### src/rtl/gate_stim_pkg.sv
// Shared types and default sizing for the gate stimulus sequencer.
// The sequencer replays timed {a,b,c,d} vectors into built_in_gates.
package gate_stim_pkg;

  localparam int DEPTH  = 8;
  localparam int ADDR_W = 3;
  localparam int HOLD_W = 8;

  typedef struct packed {
    logic a;
    logic b;
    logic c;
    logic d;
  } vec_t;

  typedef enum logic [1:0] {
    IDLE,
    RUN,
    FIN
  } state_t;

endpackage

### src/rtl/gate_stim_hold_cnt.sv
// Per-vector hold timer: loads a hold count (0 promoted to 1) and flags the
// final cycle of the current vector.
module gate_stim_hold_cnt
  import gate_stim_pkg::*;
#(
  parameter int HOLD_W = gate_stim_pkg::HOLD_W
) (
  input  logic              clk,
  input  logic              rst_n,
  input  logic              load,
  input  logic [HOLD_W-1:0] hold,
  output logic              last_cycle
);

  localparam logic [HOLD_W-1:0] ONE = HOLD_W'(1);

  logic [HOLD_W-1:0] cnt;

  // cnt holds the cycles remaining for the current vector, including this one,
  // so a full-scale hold never needs an extra bit.
  always_ff @(posedge clk) begin
    if (!rst_n) begin
      cnt <= '0;
    end else if (load) begin
      cnt <= (hold == '0) ? ONE : hold;
    end else if (cnt != '0) begin
      cnt <= cnt - ONE;
    end
  end

  assign last_cycle = (cnt == ONE);

endmodule

### src/rtl/gate_stim_sequencer.sv
// Programmable vector table player driving the a,b,c,d inputs of
// built_in_gates; every output comes straight from a flop.
module gate_stim_sequencer
  import gate_stim_pkg::*;
#(
  parameter int DEPTH  = gate_stim_pkg::DEPTH,
  parameter int ADDR_W = gate_stim_pkg::ADDR_W,
  parameter int HOLD_W = gate_stim_pkg::HOLD_W
) (
  input  logic              clk,
  input  logic              rst_n,
  input  logic              wr_en,
  input  logic [ADDR_W-1:0] wr_addr,
  input  logic [3:0]        wr_vec,
  input  logic [HOLD_W-1:0] wr_hold,
  input  logic [ADDR_W-1:0] last_idx,
  input  logic              loop_en,
  input  logic              start,
  input  logic              abort,
  output logic              a,
  output logic              b,
  output logic              c,
  output logic              d,
  output logic              vec_valid,
  output logic [ADDR_W-1:0] vec_idx,
  output logic              busy,
  output logic              done
);

  state_t            state, state_n;
  vec_t              vec_mem  [DEPTH];
  logic [HOLD_W-1:0] hold_mem [DEPTH];

  logic [ADDR_W-1:0] last_q, last_n;
  logic [ADDR_W-1:0] idx_n, tgt;
  vec_t              vec_q, vec_n;
  logic              play, load, last_cycle, done_n;

  // NOTE: the table is cleared by reset because reset must leave every entry
  // at vec 0 / hold 0; this forces flops rather than a RAM macro.
  always_ff @(posedge clk) begin
    if (!rst_n) begin
      for (int i = 0; i < DEPTH; i++) begin
        vec_mem[i]  <= '0;
        hold_mem[i] <= '0;
      end
    end else if (wr_en && state == IDLE) begin
      vec_mem[wr_addr]  <= vec_t'(wr_vec);
      hold_mem[wr_addr] <= wr_hold;
    end
  end

  gate_stim_hold_cnt #(.HOLD_W(HOLD_W)) u_hold_cnt (
    .clk        (clk),
    .rst_n      (rst_n),
    .load       (load),
    .hold       (hold_mem[tgt]),
    .last_cycle (last_cycle)
  );

  // NOTE: every variable gets a default before the case so no path leaves it
  // unassigned, which would otherwise infer a latch.
  always_comb begin
    state_n = state;
    last_n  = last_q;
    tgt     = vec_idx;
    play    = 1'b0;
    load    = 1'b0;
    done_n  = 1'b0;
    unique case (state)
      IDLE: begin
        // abort has priority over start.
        if (start && !abort) begin
          state_n = RUN;
          last_n  = last_idx;
          tgt     = '0;
          play    = 1'b1;
          load    = 1'b1;
        end
      end
      RUN: begin
        if (abort) begin
          state_n = IDLE;
        end else if (!last_cycle) begin
          play = 1'b1;
        end else if (vec_idx != last_q) begin
          tgt  = vec_idx + 1'b1;
          play = 1'b1;
          load = 1'b1;
        end else if (loop_en) begin
          tgt  = '0;
          play = 1'b1;
          load = 1'b1;
        end else begin
          state_n = FIN;
          done_n  = 1'b1;
        end
      end
      FIN:     state_n = IDLE;
      default: state_n = IDLE;
    endcase
    idx_n = play ? tgt : '0;
    vec_n = play ? vec_mem[tgt] : '0;
  end

  always_ff @(posedge clk) begin
    if (!rst_n) begin
      state     <= IDLE;
      last_q    <= '0;
      vec_q     <= '0;
      vec_idx   <= '0;
      vec_valid <= 1'b0;
      busy      <= 1'b0;
      done      <= 1'b0;
    end else begin
      state     <= state_n;
      last_q    <= last_n;
      vec_q     <= vec_n;
      vec_idx   <= idx_n;
      vec_valid <= play;
      busy      <= play;
      done      <= done_n;
    end
  end

  assign a = vec_q.a;
  assign b = vec_q.b;
  assign c = vec_q.c;
  assign d = vec_q.d;

endmodule

### config.mk
export PLATFORM = sky130hd
export DESIGN_NAME = gate_stim_sequencer
export DESIGN_NICKNAME = d
export VERILOG_FILES = /design/src/rtl/gate_stim_pkg.sv /design/src/rtl/gate_stim_hold_cnt.sv /design/src/rtl/gate_stim_sequencer.sv
export SDC_FILE = /design/constraint.sdc
export NUM_CORES = 1
export LEC_CHECK = 0
export ABC_AREA = 1
export CAP_MARGIN = 15
export CORE_MARGIN = 8
export CORE_UTILIZATION = 40
export CTS_BUF_LIST = sky130_fd_sc_hd__clkbuf_2 sky130_fd_sc_hd__clkbuf_4 sky130_fd_sc_hd__clkbuf_8
export DETAILED_ROUTE_END_ITERATION = 8
export PLACE_DENSITY = 0.68
export SETUP_SLACK_MARGIN = 0.4
export SLEW_MARGIN = 20
export SYNTH_ARGS = -nofsm -noshare
export SYNTH_HDL_FRONTEND = slang
export SYNTH_SLANG_ARGS = --single-unit
### constraint.sdc
create_clock -name clk -period 2.95 [get_ports clk]
set_clock_uncertainty 0.15 [all_clocks]
set_input_delay 0.4425 -clock clk [delete_from_list [all_inputs] [get_ports clk]]
set_output_delay 0.4425 -clock clk [all_outputs]
set_load 0.02 [all_outputs]
== Yosys cells after proc, flatten, opt, wreduce, memory -nomap -nowiden ==
Memories as Yosys holds them, arrays and structs flattened. A register that Yosys moved wholly into a read port is not among the register bits.
Cells that the tools add are included.
Storage, ports and cells
  memories: 2
  word-level logic and storage cells: 69
  latch bits: 0
  memory bits (read-only): 0
  bits in registers: 18
  RAM bits: 96
  input bits: 24
Memories
  hold_mem: words 8, bits a word 8, rd ports 1, clocked after Yosys merged registers in 0, write ports 8, RTL line gate_stim_sequencer.sv:32  | logic [HOLD_W-1:0] hold_mem [DEPTH];
  vec_mem: words 8, bits a word 4, rd ports 1, clocked after Yosys merged registers in 1, write ports 8, RTL line gate_stim_sequencer.sv:31  | vec_t vec_mem [DEPTH];
Cells by class
  $lt $le $gt $ge: 0
  multipliers: 0
  shift operators: 0
  mux-type cells: 35
  $add $sub $neg: 2
  bitwise gates (word level): 3
  reduce and logical (&&, ||, !) cells: 14
  equality and inequality tests: 7
  div/mod/pow operators: 0
Operator list (number)
  8-bit 2-to-1 mux: 4
  3-bit 2-to-1 mux: 7
  1-bit 2-to-1 mux: 14
  2-bit 2-to-1 mux: 5
  3-bit != test, second input constant: 3
  8-bit by 1-bit equality test with 1-bit output, second input constant: 1
  8-bit zero test: 1
  8-bit nonzero test: 1
  8-bit OR reduction: 1
  8-bit by 1-bit subtractor with 8-bit output, second input constant: 1
  3-bit one-hot mux with 2 select lines: 1
  5-bit OR reduction: 1
  4-bit 2-to-1 mux: 1
  1-bit one-hot mux with 2 select lines: 2
  2-bit one-hot mux with 2 select lines: 1
  2-bit AND reduction: 2
  4-bit AND reduction: 1
  4-bit OR reduction: 1
  3-bit by 1-bit adder with 3-bit output, second input constant: 1
  3-bit != test: 1
  1-bit NOT: 3
  2-bit by 1-bit equality test with 1-bit output, second input constant: 1
  1-bit logical AND: 2
  1-bit zero test: 2
  3 further kinds: 3

== Depth between registers and ports, before layout ==
An unclocked memory read counts as a cell.
  depth after elaboration: 9
  mapped depth: 19
  depth with buffers taken out: 19

== Cells and area by module ==
A second synthesis with hierarchy kept.
Second synthesis, totals
  cells, all modules: 729
  area total of the unflattened synthesis: 6025.8 um^2
By module, submodules not included
  gate_stim_sequencer: seq. area each 3163.0 um^2, area an instance 5454.0 um^2, cells each 639, instances 1
  gate_stim_hold_cnt: seq. area each 160.2 um^2, area an instance 571.8 um^2, cells each 90, instances 1

== Worst setup path before layout ==
OpenSTA, ideal clock, no wires.
  path kind: flip-flop to flip-flop
  from: register u_hold_cnt.cnt[1]
  to: register u_hold_cnt.cnt[0]
  period minus slack after synthesis: 2.223 ns
  setup time: 0.131 ns
  stages on the path, launching flop included: 16
  slack: 0.727 ns
  buffers on the path: 2
  data arrival time: 1.942 ns
  cells stage by stage: dfxtp_1 > inv_1 > ha_1 > nand2_2 > nor3_4 > nand3_2 > nand2_4 > nand3_4 > buf_6 > buf_6 > a21oi_1 > a21oi_1 > a21oi_1 > nand2_1 > nand2_1 > a21oi_2
Between the ends
  longest elaborated chain between the ends: 8
  elaborated cells on any way between the ends: 13
  classes of those cells: eq/ne: 1; mux: 8; reduce/logical: 3; memory: 1
Ends and longest elaborated chain
  start, declared: RTL line gate_stim_hold_cnt.sv:17  | logic [HOLD_W-1:0] cnt;
  start signal, assigned: RTL line gate_stim_hold_cnt.sv:25  | cnt <= (hold == '0) ? ONE : hold;
  start signal, assigned: RTL line gate_stim_hold_cnt.sv:27  | cnt <= cnt - ONE;
  8-bit by 1-bit equality test with 1-bit output: RTL line gate_stim_hold_cnt.sv:31  | assign last_cycle = (cnt == ONE);
  3-bit 2-to-1 mux: RTL line gate_stim_sequencer.sv:84  | end else if (!last_cycle) begin
  3-bit 2-to-1 mux: RTL line gate_stim_sequencer.sv:82  | if (abort) begin
  3-bit one-hot mux with 2 select lines: RTL line gate_stim_sequencer.sv:70  | unique case (state)
  memory 8 x 8 bit
  8-bit zero test: RTL line gate_stim_hold_cnt.sv:25
  8-bit 2-to-1 mux: RTL line gate_stim_hold_cnt.sv:25
  8-bit 2-to-1 mux: RTL line gate_stim_hold_cnt.sv:24  | end else if (load) begin
Several ways; a longest one is shown, not always the timed one.
A chain may end at the register's enable or synchronous reset.

== Worst setup path after layout ==
Ends and elaborated chain as after synthesis.

==> results.md <==
- Summed over all cells, the static leakage comes to 0.00288 uW.
- In the final layout, the share of cells above drive strength 1 is 0.131.
- The residual overflow from global routing is 0.
- By area the synthesized netlist is led by edfxtp_1, nor2_1, dfxtp_1.
- Setup violations remaining at the end of the flow were counted as 0.
- The top cell type's share of synthesized area is 0.507.
- For this configuration, the core starts out at a cell density of 0.409.
- Port buffering added 33 buffers.
- The run finished with clean final reports.
- The via count of the first global-routing pass was about 4400.
- For the worst-skew pair, the clock arrives at the later sink with an insertion delay of between 0.4 and 0.5 ns.
- Yosys mapped a number of flops with a built-in enable equal to 96.
- Once placement completed, the tool counted placed cells totaling 830.
- The number of fill cells in the layout is 1253.
- After the first detailed-routing iteration, the DRC count stood at ~450.
- The die outline area is 18300 sq um.
- The internal reg-to-reg setup slack is 0.50 ns.
- For this run, the number of Yosys warnings is 0.
- On the worst path, the slowest cell contributes a delay of 0.33 ns.
- The most used cell along the critical path is nand2_1.
- The number of standard-cell rows in the floorplan is 43.
- After clock tree synthesis, the clock-pin slew on the worst setup and hold paths is 0.07 ns.
- After detailed routing, the average wire length per cell comes to 16.4 microns.
- The number of pins with negative max-slew slack in the final report is 0.
- The first global-routing pass estimated 22400 microns of wire.
- The die span in x is 135 microns.
- The final antenna diode count is 0.
- The sequential cell area fraction in the yosys report is 0.585.
- The worst path in the final design needs a cycle of 2.45 ns, including I/O delays and setup.
- The number of buffers on the longest clock path is 2.
- In this run the vertical extent of the chip is 135 microns.
- The count of clock tree sinks is 118.
- The worst setup path is of the reg2reg kind.
- The clock tree from TritonCTS is yes.
- The number of nets in the layout is 709.
- The worst register-to-register path has a depth of 17.
- The average size of a mapped cell is 9.05 sq um.
- The dominant cell type by area after synthesis is edfxtp_1.
- Synthesis instantiated 33 different standard cells from the library.
- The post-synthesis async set-or-reset flop share is 0.
- The via count of the routed design is 4596.
- For the pin with the worst max-slew slack, the measured transition is 0.655 ns.
- The total negative setup slack is 0 ns.
- In this run, synthesis produced a sequential element count of 118.
- Measured on the finished design, the core utilization comes to 0.491.
- Along the worst hold path, the cell count comes to 2.
- The H-tree was split into 4 levels.
- The area of the placeable core is between 10000 and 15000 sq um.
- CTS placed an instance of clkbuf_8 at the clock tree root.
- Across every metal layer, demand over resource in global routing totals 0.158.
- Setup repair after global routing left no endpoint under its margin.
- The number of failing hold endpoints at the final stage is 0.
- The path type of the worst min-delay path is reg2reg.
- The commonest cells after synthesis are nor2_1, nand2_1, edfxtp_1.
- The most frequently used cell type in the post-synthesis netlist is nor2_1.
- The synthesized netlist net count is 656.
- The largest fanout on the critical path is 5.
- STA puts the critical path data arrival time at about 2.6 ns.
- The final hold slack is 0.333 ns.
- Dividing the detail-routed via count by the number of cells gives 5.26.
- The critical path endpoint category is a flop.
- The final worst setup slack is 0.504 ns.
- The highest-delay cell along the critical path is dfxtp_2.
- The final period utilization is 0.829.
- The final layout contains routed wiring with a total length of between 10000 and 15000 microns.
- The worst setup path is launched from a flop.
- STA puts the critical path data required time at 3.12 ns.
- The layout overhead on the synthesized area is 20.1%.
- The weighted congestion at the end of routability-driven global placement is 0.865.
- Once detail routing completed, the nets flagged for antenna violations numbered 0.
- The post-detailed-route DRC marker count is 0.
- The setup slack after placement is approximately 0.074 ns.
- Derived from the worst setup path, the maximum achievable clock frequency is slightly above 0.4 GHz.
- 34 I/O pins were placed.
- In this run the cell area of the synthesized design comes to roughly 5700 sq um.
- The critical path goes through inv_2 -> ha_1 -> nand2_2 -> nor3_4 -> nand3_2 -> nand2_4 -> buf_4 -> nand3_2 -> buf_4 -> nand2_1 -> nand3_1 -> nand3_1 -> nand2_1 -> a21oi_1 -> nand2_1 -> nand2_1 -> a21oi_2.
- The main flop type after synthesis is edfxtp_1.
- Counting every instance in the synthesized netlist gives ~630.
- The max-cap check violation count is 0.
- After legalization and detailed placement, the total HPWL measured 9580 microns.
- The final standard cell count with taps included and fillers excluded is 873.
- Power spread over the standard cell area amounts to about 590 nW/um^2.
- Entering global routing, the biggest net connects 26 pins.
- The worst IR drop on VDD is around 0.00035 V.
- The first detailed-routing pass ran for 5 iterations.
- The TritonCTS buffer count is 17.
- The number of antenna violations at the first check in global routing is 0.
- The worst pin sits at a relative slew slack of 0.562.
power breakdown:
part	total (uW)	switching [uW]	internal, uW
logic	614	374	240
clock network	1430	630	804
registers	1990	72.3	1920
routing by layer:
layer	share of wire	global-route usage	vias to the layer above	wire length [microns]
met5	0	0	-	0
met3	0.077	0.0349	24	1110
met4	0.021	0.0790	0	294
li1	-	-	2177	-
met2	0.49	0.255	194	6970
met1	0.42	0.195	2201	5960
state kept, by name (all words and copies together), names as in the netlist:
register / flops
done: 1
busy: 1
c: 1
hold_mem: 64
d: 1
u_hold_cnt.cnt: 8
vec_mem: 32
a: 1
vec_idx: 3
state: 2
b: 1
last_q: 3
repair_timing:
item / in CTS / in global routing
resized for setup: 1 / 30
buffers inserted: 0 / 8
hold endpoints to repair: 0 / 0
gates cloned: 0 / 4
pin swaps: 0 / 9
hold buffers: 0 / 0
setup endpoints to repair: 1 / 10
through the flow:
stage          area (sq um)  total power (uW)
2_1_floorplan          5680              2420
3_3_place_gp           6220              2580
3_5_place_dp           6220              2590
4_1_cts                6600              4010
5_1_grt                6820              4210
6_report               6820              4040
cell usage in the layout (no fill, tap or decap), types with 3 or more instances in the layout:
master	instances
inv_1	83
bufinv_16	3
buf_6	4
a21oi_1	14
nand3_1	47
dfxtp_2	5
clkinv_1	8
o21ai_0	20
nor2_2	3
nor2_1	130
nand4_1	29
edfxtp_1	96
clkbuf_8	17
inv_2	3
o21ai_1	4
buf_4	22
nand2_1	94
nand3_2	8
xor2_1	4
dfxtp_1	17
nand2_2	7
nor3_1	3
ha_1	4
o22ai_1	8
clkdlybuf4s50_1	33
a211oi_1	3
final cells by class:
cell class                      instances  area [sq um]  area share
Sequential cell                       118          3330       0.488
Timing Repair Buffer                   64           646      0.0946
Tap cell                              180           225      0.0330
Inverter                               88           335      0.0492
Clock inverter                         14           141      0.0207
Clock buffer                           17           234      0.0343
Multi-Input combinational cell        392          1910       0.280
worst paths after layout:
path / startpoint / endpoint
worst min register to register: last_q[2] / last_q[2]
worst max-delay path: u_hold_cnt.cnt[1] / u_hold_cnt.cnt[0]
worst max register to register: u_hold_cnt.cnt[1] / u_hold_cnt.cnt[0]
worst min-delay path: last_q[2] / last_q[2]
kinds of logic after synthesis:
family | share of synthesized area
AO/OA/AOI/OAI | 0.0504
XOR/XNOR | 0.00925
buffers and inverters | 0.0894
adder cells (fa/ha/maj) | 0.00881
AND/OR/NAND/NOR | 0.257
flip-flops | 0.585
worst max-delay path, delay by kind of cell (launching register included):
| kind | cells | cell delay (ns) |
|---|---|---|
| and+or+nand+nor | 11 | 1.11 |
| buffers and inverters | 3 | 0.35 |
| DFF | 1 | 0.33 |
| AOI/OAI and AO/OA | 2 | 0.24 |
| adders and majority gates | 1 | 0.15 |
Power figures use the tool's default switching activity.
